==> src/rtl/reg_pkg.sv <==
// Shared types for the register-file access front end.
// Address/data widths and the writeback entry layout.
package reg_pkg;

  localparam int REG_ADDR_W = 4;
  localparam int REG_DATA_W = 32;
  localparam int NUM_REGS   = 16;

  typedef logic [REG_ADDR_W-1:0] reg_addr_t;
  typedef logic [REG_DATA_W-1:0] reg_data_t;

  typedef struct packed {
    reg_addr_t addr;
    reg_data_t data;
  } wb_entry_t;

  typedef struct packed {
    logic      hit;
    reg_data_t data;
  } lookup_t;

  typedef enum logic {
    RS_EMPTY = 1'b0,
    RS_FULL  = 1'b1
  } rs_state_e;

endpackage

==> src/rtl/reg_wb_buffer.sv <==
// In-order writeback FIFO with a two-port associative lookup.
// Lookups return the youngest valid entry matching each index.
module reg_wb_buffer
  import reg_pkg::*;
#(
  parameter  int DEPTH = 4,
  localparam int CW    = $clog2(DEPTH + 1),
  localparam int PW    = (DEPTH > 1) ? $clog2(DEPTH) : 1
) (
  input  logic          clk,
  input  logic          rst,
  input  logic          push_i,
  input  wb_entry_t     push_entry_i,
  input  logic          pop_i,
  output logic [CW-1:0] count_o,
  output wb_entry_t     head_o,
  input  reg_addr_t     lk_a_addr_i,
  input  reg_addr_t     lk_b_addr_i,
  output lookup_t       lk_a_o,
  output lookup_t       lk_b_o
);

  wb_entry_t     mem_q [DEPTH];
  logic [PW-1:0] head_q, head_d;
  logic [PW-1:0] tail_q, tail_d;
  logic [CW-1:0] count_q, count_d;

  function automatic logic [PW-1:0] wrap_inc(
    input logic [PW-1:0] p
  );
    return (p == PW'(DEPTH - 1)) ? '0 : p + 1'b1;
  endfunction

  always_comb begin
    head_d  = head_q;
    tail_d  = tail_q;
    count_d = count_q;
    if (push_i) tail_d = wrap_inc(tail_q);
    if (pop_i)  head_d = wrap_inc(head_q);
    unique case ({push_i, pop_i})
      2'b10:   count_d = count_q + 1'b1;
      2'b01:   count_d = count_q - 1'b1;
      default: count_d = count_q;
    endcase
  end

  always_ff @(posedge clk or posedge rst) begin
    if (rst) begin
      head_q  <= '0;
      tail_q  <= '0;
      count_q <= '0;
    end else begin
      head_q  <= head_d;
      tail_q  <= tail_d;
      count_q <= count_d;
    end
  end

  always_ff @(posedge clk) begin
    if (push_i) mem_q[tail_q] <= push_entry_i;
  end

  assign count_o = count_q;
  assign head_o  = mem_q[head_q];

  // Walk oldest to youngest so later matches overwrite earlier ones.
  always_comb begin
    logic [PW-1:0] idx;
    lk_a_o = '0;
    lk_b_o = '0;
    idx    = head_q;
    for (int i = 0; i < DEPTH; i++) begin
      if (CW'(i) < count_q) begin
        if (mem_q[idx].addr == lk_a_addr_i) begin
          lk_a_o.hit  = 1'b1;
          lk_a_o.data = mem_q[idx].data;
        end
        if (mem_q[idx].addr == lk_b_addr_i) begin
          lk_b_o.hit  = 1'b1;
          lk_b_o.data = mem_q[idx].data;
        end
      end
      idx = wrap_inc(idx);
    end
  end

endmodule

==> src/rtl/reg_access_ctrl.sv <==
// Register-file front end: operand reads with forwarding from a
// buffered writeback queue, and a one-entry response register.
module reg_access_ctrl
  import reg_pkg::*;
#(
  parameter int WB_DEPTH = 4
) (
  input  logic      clk,
  input  logic      rst,
  input  logic      rq_valid,
  output logic      rq_ready,
  input  reg_addr_t rq_rn,
  input  reg_addr_t rq_rm,
  output logic      rs_valid,
  input  logic      rs_ready,
  output reg_data_t rs_rn_data,
  output reg_data_t rs_rm_data,
  input  logic      wb_valid,
  output logic      wb_ready,
  input  reg_addr_t wb_addr,
  input  reg_data_t wb_data,
  input  logic      drain_en,
  output reg_addr_t rf_rn_addr,
  output reg_addr_t rf_rm_addr,
  output reg_addr_t rf_rd_addr,
  output logic      rf_w_en,
  output reg_data_t rf_rd_data,
  input  reg_data_t rf_rn_data,
  input  reg_data_t rf_rm_data
);

  localparam int CW = $clog2(WB_DEPTH + 1);

  logic [CW-1:0] count;
  wb_entry_t     head;
  lookup_t       lk_rn, lk_rm;
  logic          wb_push;
  logic          accept;
  logic          nonempty;

  rs_state_e state_q, state_d;
  reg_data_t rn_q, rn_d;
  reg_data_t rm_q, rm_d;

  assign nonempty = (count != '0);
  assign rf_w_en  = drain_en & nonempty;
  assign wb_ready = (count < CW'(WB_DEPTH)) | rf_w_en;
  assign wb_push  = wb_valid & wb_ready;

  assign rf_rd_addr = nonempty ? head.addr : '0;
  assign rf_rd_data = nonempty ? head.data : '0;
  assign rf_rn_addr = rq_rn;
  assign rf_rm_addr = rq_rm;

  reg_wb_buffer #(
    .DEPTH(WB_DEPTH)
  ) u_wb_buf (
    .clk         (clk),
    .rst         (rst),
    .push_i      (wb_push),
    .push_entry_i('{addr: wb_addr, data: wb_data}),
    .pop_i       (rf_w_en),
    .count_o     (count),
    .head_o      (head),
    .lk_a_addr_i (rq_rn),
    .lk_b_addr_i (rq_rm),
    .lk_a_o      (lk_rn),
    .lk_b_o      (lk_rm)
  );

  assign rq_ready = ~rs_valid | rs_ready;
  assign accept   = rq_valid & rq_ready;

  always_ff @(posedge clk or posedge rst) begin
    if (rst) state_q <= RS_EMPTY;
    else     state_q <= state_d;
  end

  always_comb begin
    state_d = state_q;
    unique case (state_q)
      RS_EMPTY: if (accept) state_d = RS_FULL;
      RS_FULL:  if (rs_ready & ~rq_valid) state_d = RS_EMPTY;
      default:  state_d = RS_EMPTY;
    endcase
  end

  always_comb begin
    rs_valid = (state_q == RS_FULL);
  end

  // Same-cycle pushes are not in the buffer yet, so reads order first.
  always_comb begin
    rn_d = rn_q;
    rm_d = rm_q;
    if (accept) begin
      rn_d = lk_rn.hit ? lk_rn.data : rf_rn_data;
      rm_d = lk_rm.hit ? lk_rm.data : rf_rm_data;
    end
  end

  always_ff @(posedge clk or posedge rst) begin
    if (rst) begin
      rn_q <= '0;
      rm_q <= '0;
    end else begin
      rn_q <= rn_d;
      rm_q <= rm_d;
    end
  end

  assign rs_rn_data = rn_q;
  assign rs_rm_data = rm_q;

endmodule

==> config.mk <==
export PLATFORM = sky130hd
export DESIGN_NAME = reg_access_ctrl
export DESIGN_NICKNAME = d
export VERILOG_FILES = /design/src/rtl/reg_pkg.sv /design/src/rtl/reg_wb_buffer.sv /design/src/rtl/reg_access_ctrl.sv
export SDC_FILE = /design/constraint.sdc
export NUM_CORES = 1
export LEC_CHECK = 0
export ABC_AREA = 1
export BUFFER_PORTS_ARGS = -buffer_cell sky130_fd_sc_hd__buf_4
export CORE_MARGIN = 3
export CORE_UTILIZATION = 30
export DETAILED_ROUTE_END_ITERATION = 16
export PLACE_DENSITY = 0.46
export SLEW_MARGIN = 20
export SYNTH_ARGS = -nofsm -noshare
export SYNTH_HDL_FRONTEND = slang
export SYNTH_SLANG_ARGS = --single-unit
export TNS_END_PERCENT = 5
==> constraint.sdc <==
create_clock -name clk -period 2.6 [get_ports clk]
set_input_delay 0.65 -clock clk [delete_from_list [all_inputs] [get_ports clk]]
set_output_delay 0.65 -clock clk [all_outputs]
set_load 0.05 [all_outputs]
Yosys cells after proc, flatten, opt, wreduce, memory -nomap -nowiden. Memories as Yosys holds them, arrays and structs flattened. Index checks and enable logic that the tools add are counted.

Register bits: 72. Bits in latches: 0. Bits in writable memories: 144. Memory bits (read-only): 0. Input bits: 114. Output and inout bits: 112. Logic and storage cells: 72. Memories: 1.

Memories: u_wb_buf.mem_q (words 4, bits a word 36, rd ports 4, clocked after Yosys merged registers in 0, write ports 1, RTL line reg_wb_buffer.sv:23) `wb_entry_t mem_q [DEPTH];`.

Add/sub/neg operators: 6. Multipliers: 0. Div/mod/pow operators: 0. $lt $le $gt $ge: 5. Equal/unequal tests: 14. Shifts and indexed selects: 0. Multiplexer cells: 30. Bitwise operators: 8. Reductions and logical operators: 2.

Operator list (count): 33-bit 2-to-1 mux (16); 32-bit 2-to-1 mux (3); 4-bit equality test (8); 2-bit equality test (second input constant) (5); 2-bit by 1-bit adder with 2-bit output (second input constant) (4); 2-bit 2-to-1 mux (4); 1-bit by 3-bit < comparator with 1-bit output (first input constant) (2); 2-bit by 3-bit < comparator with 1-bit output (first input constant) (2); 3-bit one-hot mux with 2 select lines (1); 1-bit bitwise AND (4); 1-bit 2-to-1 mux (4); 4-bit 2-to-1 mux (1); 3-bit by 1-bit adder with 3-bit output (second input constant) (1); 3-bit < comparator (second input constant) (1); 3-bit nonzero test (1); 3-bit by 1-bit subtractor with 3-bit output (second input constant) (1); 2-bit by 1-bit equality test with 1-bit output (second input constant) (1); 1-bit inverter (2); 1-bit OR (2); 1-bit one-hot mux with 2 select lines (1); 2-bit nonzero test (1).

Logic depth before layout (Yosys ltp). An unclocked memory read counts as a cell.

Depth after elaboration: 11. Mapped depth: 19. Depth with buffers taken out: 17.

Cells and area by module. From an unflattened synthesis, not the netlist that was laid out.

Cells, all modules: 2483. Area total of the unflattened synthesis: 16298.1 um2.

Modules (own cells, without submodules): reg_wb_buffer (times used 1, cells each 1911, area each 12647.1 um2, sequential area each 4499.3 um2); reg_access_ctrl (times used 1, cells each 572, area each 3651.0 um2, sequential area each 1626.6 um2).

Worst setup path before layout. Ideal clock, no wire load.

Kind: in2reg. From: input drain_en. To: memory u_wb_buf.mem_q[0][0] (netlist bit) (enable). Library setup time: 0.429 ns. Arrival: 2.895 ns. Slack: -0.724 ns. Stages on the path: 4. Cells stage by stage: inv_1 > nand2_1 > nand2_1 > nor2_1.

Cells in the longest elaborated chain, start to end: 5.

RTL lines: from (decl) (RTL line reg_access_ctrl.sv:22) `input logic drain_en,`; 1-bit bitwise AND (RTL line reg_access_ctrl.sv:46) `assign rf_w_en = drain_en & nonempty;`; 1-bit OR (RTL line reg_access_ctrl.sv:47) `assign wb_ready = (count < CW'(WB_DEPTH)) | rf_w_en;`; named net wb_ready (RTL line reg_access_ctrl.sv:19) `output logic wb_ready,`; 1-bit bitwise AND (RTL line reg_access_ctrl.sv:48) `assign wb_push = wb_valid & wb_ready;`; 1-bit 2-to-1 mux (RTL line reg_wb_buffer.sv:60) `if (push_i) mem_q[tail_q] <= push_entry_i;`; 1-bit 2-to-1 mux (not written as such) (RTL line reg_wb_buffer.sv:60); to (decl) (RTL line reg_wb_buffer.sv:23).

The timed path passes the listed nets, and every way through them passes these cells.

Final worst setup path.
From: register u_wb_buf.head_q[0]. To: output rf_rd_data[8].

Cells in the longest elaborated chain, start to end: 2.

RTL lines: from (decl) (RTL line reg_wb_buffer.sv:24) `logic [PW-1:0] head_q, head_d;`; from (signal assigned) (RTL line reg_wb_buffer.sv:49) `head_q <= '0;`; from (signal assigned) (RTL line reg_wb_buffer.sv:53) `head_q <= head_d;`; memory 4 x 36 bit; 32-bit 2-to-1 mux (RTL line reg_access_ctrl.sv:51) `assign rf_rd_data = nonempty ? head.data : '0;`; to (decl) (RTL line reg_access_ctrl.sv:27) `output reg_data_t rf_rd_data,`.

Every way passes these cells.

==> out/results.tsv <==
stage	metric	value	unit
logic_synthesis	FF+latch count, synth	216	
die	num rows	84	
timing	Tcrit/Tclk final	113	%
grt	vias in the first global route	15500	
logic_synthesis	yosys warns	0	
grt	first-pass GRT wire length	96.4	mm
route	drt wl/cell	19.1	um
logic_synthesis	mean post-synth cell area	6.83	um2
clocking	worst skew pair latency	560	ps
status	outcome	finished, violations left	
timing	final setup fails	96	
critical_path	CP endpoint kind	primary output	
critical_path	reg2reg start	u_wb_buf.head_q[0]$_DFFE_PP0P_	
layout	fin nets	2901	
critical_path	Reg2Reg Depth	19	
route	DR vias/cell	4.79	
logic_synthesis	Mapped Cells	2357	
logic_synthesis	Mapped Area	16100	um2
clocking	CTS clk-pin slew, worst paths	60	ps
critical_path	kind of critical path	reg -> out	
critical_path	critical path peak fanout	8	
die	Starting Density	30.5	%
clocking	Sinks on Clock Net	216	
logic_synthesis	syn_nets	2481	
worst_hold_path	worst hold-check path type	in -> async	
timing	unrepaired setup endpoints after global routing	yes	
grt	pin count of the biggest net entering global routing	116	
layout	most frequent cells in the layout	702 x nand2_1, 439 x buf_4, 389 x nand3_1	
clocking	Post-CTS Hold Buffers	0	
route	total iterations of the first detailed-routing run	6	
die	die footprint	56500	um2
layout	footprint of the multi-input gates	8620	um2
placed_design	routability cong.	0.906	
timing	slew of the pin with the lowest slew margin	542	ps
route	DRC	0	
placed_design	DP HPWL	48.1	mm
route	Antenna Nets Post-Route	0	
job	Max Cap Viol	0	
layout	register area	6130	um2
logic_synthesis	sequential-to-total area share from yosys stat	38.1	%
critical_path	CP arrival	2300	ps
timing	f_max	339	MHz
critical_path	terminus of the critical flop-to-flop path	rs_rm_data[20]$_DFFE_PP0P_	
timing	Clock Skew	16.0	ps
timing	setup ws final	-347	ps
layout	fillcell total	5506	
die	chip height	238	um
critical_path	flop2flop setup slack	-150	ps
layout	post-layout util	42.8	%
clocking	TritonCTS clock tree	built	
status	failing checks	negative setup slack	
clocking	root buffer cell	clkbuf_16	
clocking	clock buffer depth	3	
die	Core ar.	52900	um2
grt	GRT overflow	0	
route	via count	16700	
timing	Final Hold Vio Count	0	
logic_synthesis	Netlist cell types	28	
timing	number of max-slew violations in the final report	0	
grt	Total GRT Usage	22.2	%
grt	initial antenna violation count	0	
layout	Layout area overhead	40.7	%
critical_path	Critical Path Start Type	flop	
route	final wirelength	66.4	mm
clocking	cts bufs inserted	27	
clocking	number of H-tree levels	1	
placed_design	Buffers on Ports	225	
timing	relative slew slack	63.5	%
route	DRT iter0 DRCs	1496	
timing	Min Hold Slack	151	ps
layout	commonest non-fill, non-tap cell in the layout	nand2_1	
layout	share of cells above drive strength 1	30.1	%
timing	Final Critical Period	2950	ps
die	I/O pin cnt	226	
critical_path	Worst Path Required	1950	ps
die	Chip Width	238	um
-- per-layer routing --
metal	up-vias	global-route usage [%]	part of all wire, %
met2	609	31.5	41
li1	8329	-	-
met4	0	3.93	1.9
met1	7693	34.5	49
met3	69	4.64	8.2
met5	-	0	0
-- state kept, by name, summed over array words and instances, names as in the netlist --
signal / flops
u_wb_buf.tail_q: 2
rs_rm_data: 32
u_wb_buf.head_q: 2
rs_rn_data: 32
u_wb_buf.count_o: 3
rs_valid: 1
u_wb_buf.mem_q: 144
-- worst max path at each step --
stage | from | end | slack (ps) | cells after the start
after floorplan | drain_en | u_wb_buf.mem_q[3][0]$_DFFE_PP_ | -180 | 4
after global placement | u_wb_buf.head_q[0]$_DFFE_PP0P_ | rf_rd_data[4] | -220 | 9
after detailed placement | u_wb_buf.head_q[0]$_DFFE_PP0P_ | rf_rd_data[27] | -210 | 8
after CTS | u_wb_buf.head_q[0]$_DFFE_PP0P_ | rf_rd_data[4] | -390 | 9
after global routing | u_wb_buf.head_q[0]$_DFFE_PP0P_ | rf_rd_data[1] | -430 | 11
final | u_wb_buf.head_q[0]$_DFFE_PP0P_ | rf_rd_data[8] | -350 | 8
-- synth_stat cells --
master	number	area, um2
edfxtp_1	144	4320
buf_6	25	282
nand2_2	11	68.8
o21ai_0	84	420
nor2_1	220	826
a21oi_1	36	180
nor2_2	4	25.0
mux2i_1	96	961
buf_2	70	350
buf_1	11	41.3
nor2_4	6	67.6
nand3_1	403	2020
nand2_1	768	2880
clkbuf_1	29	109
inv_1	272	1020
o21ai_1	20	100
xor2_1	1	8.76
a21oi_2	2	17.5
xnor2_1	2	17.5
nand3_2	10	100
inv_4	1	6.26
buf_4	17	128
dfrtp_1	72	1800
ha_1	10	125
nand4_1	1	6.26
nand2_4	5	56.3
nor2_8	1	20.0
inv_2	36	135
-- repair_timing --
item / CTS / global route
setup buffers: 11 / 12
gates resized for setup: 145 / 145
gates cloned: 4 / 12
setup endpoints to repair: 101 / 101
pin swaps: 15 / 38
-- area by class of cell --
type,instances,share of cell area [%]
Sequential cell,216,27.1
Timing Repair Buffer,541,22.1
Clock buffer,35,3.12
Tap cell,688,3.80
Antenna cell,1,0.0110
Clock inverter,14,0.652
Multi-Input combinational cell,1682,38.0
Inverter,309,5.23
-- through the flow --
step	setup TNS [ps]	setup slack [ps]	std cells	cell area, um2
floorplan	-29600	-179	2357	16100
detailed placement	-8460	-214	3397	20300
finish	-13750	-347	3486	22700
CTS	-19730	-386	3461	21800
global route	-25910	-429	3485	22600
global placement	-8200	-222	3397	20300
-- kinds of logic after synthesis --
group | share of synthesized area (%)
XOR/XNOR | 0.163
multiplexers | 5.97
buffers and inverters | 12.9
AND/OR/NAND/NOR | 37.7
AO/OA/AOI/OAI | 4.46
adder cells (fa/ha/maj) | 0.777
flip-flops | 38.1
-- critical path: stages (launching register included) --
cell,delay [ps]
dfrtp_4,480
buf_8,150
clkbuf_16,160
clkbuf_16,170
mux2i_1,150
o21ai_2,210
inv_1,120
nor2_1,100
buf_4,200
Power is not shown: default switching activity piles up to over one toggle a cycle in this logic, so the estimate is an artifact.
